<file path="config.mk">
export PLATFORM = sky130hd
export DESIGN_NAME = aes_core_scheduler
export DESIGN_NICKNAME = d
export VERILOG_FILES = /design/src/rtl/aes_core_scheduler.sv
export SDC_FILE = /design/constraint.sdc
export NUM_CORES = 1
export LEC_CHECK = 0
export ABC_AREA = 1
export BUFFER_PORTS_ARGS = -buffer_cell sky130_fd_sc_hd__buf_2
export CORE_AREA = 2 2 406 408
export DETAILED_ROUTE_END_ITERATION = 12
export DIE_AREA = 0 0 408 410
export PLACE_DENSITY = 0.4
export SLEW_MARGIN = 20
export SYNTH_ARGS = -nofsm -noshare
export SYNTH_HDL_FRONTEND = slang
export SYNTH_SLANG_ARGS = --single-unit
export TNS_END_PERCENT = 50
</file>
<file path="constraint.sdc">
create_clock -name clk -period 24.2 [get_ports clk]
set_clock_uncertainty 0.15 [all_clocks]
set_input_delay 4.84 -clock clk [delete_from_list [all_inputs] [get_ports clk]]
set_output_delay 4.84 -clock clk [all_outputs]
set_load 0.02 [all_outputs]
</file>
<file path="src/rtl/aes_core_scheduler.sv">
// aes_core_scheduler: shares one AES core among NREQ requesters.
// Round-robin picks a pending request, latches its block/key, pulses core_start,
// then waits for core_done (or a timeout) and returns the tagged result.
//
// Handshakes: a transfer happens on a rising clk edge where valid and ready are
// both 1. req_ready is combinational and one-hot, only in IDLE; resp_valid is
// registered and resp_* stay stable until resp_ready is seen.
module aes_core_scheduler #(
  parameter int NREQ    = 2,
  parameter int IDW     = 1,
  parameter int TIMEOUT = 64,
  parameter int CNTW    = 7
) (
  input  logic                   clk,
  input  logic                   reset,
  input  logic [NREQ-1:0]        req_valid,
  output logic [NREQ-1:0]        req_ready,
  input  logic [NREQ*128-1:0]    req_block,
  input  logic [NREQ*128-1:0]    req_key,
  output logic                   core_start,
  output logic [127:0]           core_block,
  output logic [127:0]           core_key,
  input  logic                   core_done,
  input  logic [127:0]           core_result,
  output logic                   resp_valid,
  input  logic                   resp_ready,
  output logic [IDW-1:0]         resp_id,
  output logic [127:0]           resp_block,
  output logic                   resp_err,
  output logic                   busy
);

  typedef enum logic [1:0] {
    S_IDLE  = 2'd0,
    S_ISSUE = 2'd1,
    S_WAIT  = 2'd2,
    S_RESP  = 2'd3
  } state_t;

  state_t           state_q, state_d;
  logic [IDW-1:0]   rr_ptr_q, rr_ptr_d;
  logic [CNTW-1:0]  cnt_q, cnt_d;
  logic             core_start_q, core_start_d;
  logic [127:0]     core_block_q, core_block_d;
  logic [127:0]     core_key_q, core_key_d;
  logic             resp_valid_q, resp_valid_d;
  logic [IDW-1:0]   resp_id_q, resp_id_d;
  logic [127:0]     resp_block_q, resp_block_d;
  logic             resp_err_q, resp_err_d;
  logic             busy_q, busy_d;

  logic             grant_found;
  logic [IDW-1:0]   grant_idx;
  logic [IDW-1:0]   cand;
  logic             accept;
  logic             timeout_hit;

  // Round-robin search: first valid requester starting at rr_ptr, wrapping mod NREQ.
  always_comb begin
    grant_found = 1'b0;
    grant_idx   = '0;
    cand        = '0;
    for (int k = 0; k < NREQ; k++) begin
      cand = IDW'((int'(rr_ptr_q) + k) % NREQ);
      if (!grant_found && req_valid[cand]) begin
        grant_found = 1'b1;
        grant_idx   = cand;
      end
    end
  end

  // One-hot accept towards the requesters, offered only while idle.
  always_comb begin
    req_ready = '0;
    if (state_q == S_IDLE && grant_found && !reset) begin
      req_ready[grant_idx] = 1'b1;
    end
  end

  assign accept      = |(req_ready & req_valid);
  assign timeout_hit = (cnt_q == CNTW'(TIMEOUT - 1));

  // State register and all datapath flops; reset abandons any job in flight.
  always_ff @(posedge clk or posedge reset) begin
    if (reset) begin
      state_q      <= S_IDLE;
      rr_ptr_q     <= '0;
      cnt_q        <= '0;
      core_start_q <= 1'b0;
      core_block_q <= '0;
      core_key_q   <= '0;
      resp_valid_q <= 1'b0;
      resp_id_q    <= '0;
      resp_block_q <= '0;
      resp_err_q   <= 1'b0;
      busy_q       <= 1'b0;
    end else begin
      state_q      <= state_d;
      rr_ptr_q     <= rr_ptr_d;
      cnt_q        <= cnt_d;
      core_start_q <= core_start_d;
      core_block_q <= core_block_d;
      core_key_q   <= core_key_d;
      resp_valid_q <= resp_valid_d;
      resp_id_q    <= resp_id_d;
      resp_block_q <= resp_block_d;
      resp_err_q   <= resp_err_d;
      busy_q       <= busy_d;
    end
  end

  // Next-state: IDLE -> ISSUE -> WAIT -> RESP -> IDLE.
  always_comb begin
    state_d = state_q;
    case (state_q)
      S_IDLE:  if (accept) state_d = S_ISSUE;
      S_ISSUE: state_d = S_WAIT;
      S_WAIT:  if (core_done || timeout_hit) state_d = S_RESP;
      S_RESP:  if (resp_ready) state_d = S_IDLE;
      default: state_d = S_IDLE;
    endcase
  end

  // Registered-output next values; core_done beats a coincident timeout.
  always_comb begin
    rr_ptr_d     = rr_ptr_q;
    cnt_d        = cnt_q;
    core_start_d = 1'b0;
    core_block_d = core_block_q;
    core_key_d   = core_key_q;
    resp_valid_d = resp_valid_q;
    resp_id_d    = resp_id_q;
    resp_block_d = resp_block_q;
    resp_err_d   = resp_err_q;
    busy_d       = (state_d != S_IDLE);
    case (state_q)
      S_IDLE: begin
        if (accept) begin
          core_block_d = req_block[int'(grant_idx)*128 +: 128];
          core_key_d   = req_key[int'(grant_idx)*128 +: 128];
          resp_id_d    = grant_idx;
          core_start_d = 1'b1;
        end
      end
      S_ISSUE: begin
        cnt_d = '0;
      end
      S_WAIT: begin
        cnt_d = cnt_q + CNTW'(1);
        if (core_done) begin
          resp_block_d = core_result;
          resp_err_d   = 1'b0;
          resp_valid_d = 1'b1;
        end else if (timeout_hit) begin
          resp_block_d = '0;
          resp_err_d   = 1'b1;
          resp_valid_d = 1'b1;
        end
      end
      S_RESP: begin
        if (resp_ready) begin
          resp_valid_d = 1'b0;
          rr_ptr_d     = (resp_id_q == IDW'(NREQ - 1)) ? '0 : resp_id_q + IDW'(1);
        end
      end
      default: ;
    endcase
  end

  assign core_start = core_start_q;
  assign core_block = core_block_q;
  assign core_key   = core_key_q;
  assign resp_valid = resp_valid_q;
  assign resp_id    = resp_id_q;
  assign resp_block = resp_block_q;
  assign resp_err   = resp_err_q;
  assign busy       = busy_q;

endmodule

</file>
======== Word level (Yosys, flattened, before mapping) ========
Index checks and enable logic that the tools add are counted.
word-level totals
  register bits ........................... 399
  input port bits ......................... 646
  output and inout port bits .............. 391
  word-level logic and storage cells ...... 70
cells by class
  add/sub/neg operators ................... 3
  $lt $le $gt $ge ......................... 4
  equal/unequal tests ..................... 6
  shifts and indexed selects .............. 2
  mux-type cells .......................... 26
  bitwise operators ....................... 1
  reductions and logical operators ........ 17
operator list
  operator               count
  $shiftx A256 B9 Y128   2
  $mux W128              2
  $mux W1                16
  $pmux W7 S2            1
  $mux W2                4
  $pmux W2 S4            1
  $reduce_bool A2 Y1     4
  $add A7 B1 Y7 const B  1
  $eq A7 B6 Y1 const B   1
  $lt A1 B2 Y1 const B   3
  $reduce_and A2 Y1      3
  $eq A2 B2 Y1 const B   2
  $logic_and A1 B1 Y1    4
  $ne A3 B3 Y1 const B   1
  $reduce_and A3 Y1      1
  $add A1 B1 Y1 const B  2
  $and A2 B2 Y2          1
  $eq A2 B1 Y1 const B   1
  $logic_not A1 Y1       2
  $logic_not A2 Y1       1
  $ne A2 B2 Y1 const B   1
  $pmux W1 S2            1
  $reduce_or A2 Y1       1
  $demux W1 S1           1
  other kinds (2)        2

======== Logic depth before layout (Yosys ltp) ========
  depth in word-level cells ............... 16
  mapped depth ............................ 11

======== Worst setup path after synthesis ========
Ideal clock, no wire load.
  path kind ............................... input to output
  start ................................... in reset
  end ..................................... out req_ready[0]
  arrival time ............................ 14.659 ns
  data required time ...................... 19.210 ns
  setup slack ............................. 4.551 ns
  stages on the path ...................... 3
  path buffers ............................ 0
  cell sequence ........................... inv_1 -> nand4_4 -> inv_1
between the ends
  cells in the longest elaborated chain, start to end .. 3
ends and longest elaborated chain
  what                        line  RTL
  from (decl)                 15    input logic reset,
  $logic_not A1 Y1 (no line)  --
  $logic_and A1 B1 Y1         75    if (state_q == S_IDLE && grant_found && !reset) begin
  $mux W2                     75
  to (decl)                   17    output logic [NREQ-1:0] req_ready,
No other way between the ends.

======== Worst setup path after layout ========
Ends and elaborated chain as after synthesis.

==> impl_metrics.json <==
{
  "drv_slew": 0,
  "met1_length_um": 40100,
  "path_cells": "buf_2 -> inv_8 -> nand4_4 -> inv_1 -> buf_2",
  "fin_tns_setup_ps": 0,
  "wire_per_inst_um": 20.6,
  "die-area_mm2": 0.167,
  "syn_area_per_cell_um2": 8.96,
  "grt_max_degree": 127,
  "drtAntennaViolNets": 0,
  "routed.top_layer": "met5",
  "layout_min_cycle_time_ps": 11220,
  "synthCells": 2088,
  "rows": 149,
  "hold_buffers": 0,
  "final_common_cell": "buf_2",
  "io_buffer_count": 1036,
  "setup_violations": 0,
  "cts_buffer_depth": 3,
  "register_area_mm2": 0.00998,
  "hold_viol_final": 0,
  "cts_buffers": 55,
  "multiInputGateArea_mm2": 0.00762,
  "clock.fmax_mhz": 89.1,
  "vias_per_cell": 3.69,
  "drt_iter0_drc": 1190,
  "power_density_mw_per_mm2": 133,
  "cp-start-kind": "input port",
  "grt_pass1_wl_um": 149000,
  "num_vias": 19500,
  "fillers": 18800,
  "fp.coreArea_mm2": 0.163,
  "path_class": "in -> out",
  "cp.arrival_ps": 6230,
  "crit_fanout": 106,
  "post_cts.repair.setup_buffers": 0,
  "cts_tree": "built",
  "layout-area-overhead-vs-synth_pct": 48.6,
  "syn_nets": 2740,
  "layout-drive-gt1-share_pct": 38.7,
  "period_share_pct": 46.4,
  "cts-resized-gates": 0,
  "die_y_um": 410,
  "ir_worst_vdd_mv": 0.0801,
  "clkSlewWorstSetupHoldPaths_ps": 50,
  "nets": 3672,
  "antenna_found_initial": 76,
  "critPathMaxStageDelay_ps": 580,
  "first_global_vias": 19300,
  "crit_path_frequent_cell": "buf_2",
  "numClockSinks": 399,
  "place_congestion": 0.846,
  "yosysUniqueCellTypes": 27,
  "layout_common_cells": "buf_2 (1035), nand3_1 (629), nand2_1 (539)",
  "synth_seq_cells": 399,
  "cp_slowest_cell": "inv_8",
  "maxSlewHeadroom_pct": 31.9,
  "grt_overflow": 0,
  "num_io_pins": 1037,
  "clkLatencyLatePin_ps": 640,
  "start_util_pct": 11.4,
  "max_cap_viol_count": 0,
  "htreeDepth": 2,
  "status": "complete, no violations",
  "track_usage_pct": 12.4,
  "endpoint_kind": "output port",
  "die_w_um": 408,
  "crit_required_ps": 19210,
  "rsz0062_at_grt": "no",
  "syn_area_mm2": 0.0187,
  "wirelength_um": 109000,
  "hpwl_um": 84100,
  "hold_class": "reg -> reg",
  "wl_met2_um": 54500,
  "wl_met3_um": 9810,
  "drc": 0,
  "tightest_slew_ps": 1020,
  "utilization_pct": 17.0,
  "ys_seq_area_share_pct": 53.4,
  "p_leak_nw": 13.1,
  "firstDrtPassIters": 5,
  "yosysWarnings": 0,
  "cts-root-buf": "clkbuf_16"
}
==> report_power, final <==
part | leakage (nW) | switching, mW | internal, mW
Clock | 0.936 | 0.351 | 0.517
Combinational | 7.49 | 1.12 | 0.529
Sequential | 4.65 | 0.180 | 0.988
Total | 13.1 | 1.65 | 2.03
==> layer usage <==
| metal | GRT usage, % | vias up |
|---|---|---|
| met1 | 13.4 | 9468 |
| met5 | 0 | - |
| li1 | - | 9037 |
| met3 | 5.10 | 217 |
| met2 | 21.8 | 706 |
| met4 | 4.14 | 72 |
==> cells in the mapped netlist <==
| library cell | count | area (µm²) |
|---|---|---|
| a21o_1 | 1 | 7.51 |
| a21oi_1 | 5 | 25.0 |
| buf_1 | 10 | 37.5 |
| buf_12 | 1 | 20.0 |
| buf_2 | 110 | 551 |
| buf_4 | 8 | 60.1 |
| buf_6 | 15 | 169 |
| buf_8 | 7 | 105 |
| clkbuf_1 | 34 | 128 |
| dfrtp_1 | 399 | 9980 |
| ha_1 | 6 | 75.1 |
| inv_1 | 20 | 75.1 |
| inv_2 | 1 | 3.75 |
| nand2_1 | 540 | 2030 |
| nand2_2 | 2 | 12.5 |
| nand2_4 | 1 | 11.3 |
| nand2_8 | 1 | 20.0 |
| nand3_1 | 630 | 3150 |
| nand3_2 | 20 | 200 |
| nand3_4 | 1 | 17.5 |
| nand4_4 | 1 | 21.3 |
| nor2_1 | 10 | 37.5 |
| nor2_2 | 1 | 6.26 |
| nor3_1 | 2 | 10.0 |
| o211ai_1 | 1 | 7.51 |
| o21a_1 | 256 | 1920 |
| o21ai_0 | 5 | 25.0 |
==> final cells by class <==
| cell class | instances | area share, % |
|---|---|---|
| diodes | 27 | 0.243 |
| clock buffers | 76 | 5.77 |
| clock inverters | 25 | 1.11 |
| inverters | 21 | 0.319 |
| multi-input cells | 1483 | 27.4 |
| flip-flops and latches | 399 | 35.9 |
| well taps | 2189 | 9.85 |
| repair buffers | 1060 | 19.4 |
==> path summary, 6_finish.rpt <==
check                                              end  cells past startpoint              startpoint  slack [ps]
max                                       req_ready[0]                      5                   reset       12980
min reg2reg                     resp_valid$_DFFE_PP0P_                      2  resp_valid$_DFFE_PP0P_         330
min in group asynchronous  core_block[119]$_DFFE_PP0P_                      2                   reset        4240
min                             resp_valid$_DFFE_PP0P_                      2  resp_valid$_DFFE_PP0P_         330
max reg2reg                   core_key[85]$_DFFE_PP0P_                     11    state_q[0]$_DFF_PP0_       19450
max in group asynchronous     core_key[61]$_DFFE_PP0P_                      5                   reset       16840
==> through the flow <==
stage / instance area [µm²] / std cells / hold slack (ps) / power, mW / setup WS (ps)
after CTS: 27700 / 5252 / 337 / 3.79 / 12910
after global routing: 27800 / 5266 / 343 / 3.93 / 12820
after detailed placement: 25800 / 5151 / 324 / 2.89 / 12920
after floorplan: 18700 / 2088 / 318 / 2.14 / 4550
after global placement: 25800 / 5151 / 318 / 2.88 / 12950
final: 27800 / 5280 / 331 / 3.69 / 12980
==> sequential cells by signal (all words and copies together), names as in the netlist <==
name and cells:
core_block 128, core_key 128, resp_block 128, cnt_q 7, state_q 2, busy 1, core_start 1, resp_err 1
resp_id 1, resp_valid 1, rr_ptr_q 1
==> kinds of logic (layout without fill, tap and decap cells) <==
logic type	after synthesis	in the layout	synth area share [%]
adders and majority gates	6	6	0.401
AOI/OAI and AO/OA	268	268	10.6
and+or+nand+nor	1209	1209	29.5
other	0	27	0
DFF	399	399	53.4
buffers and inverters	206	1182	6.14
==> worst max-delay path, delay by kind of cell <==
family	cells	cell delay, ps
AND/OR/NAND/NOR	1	310
buffers and inverters	4	1010
Power figures use the tool's default switching activity.
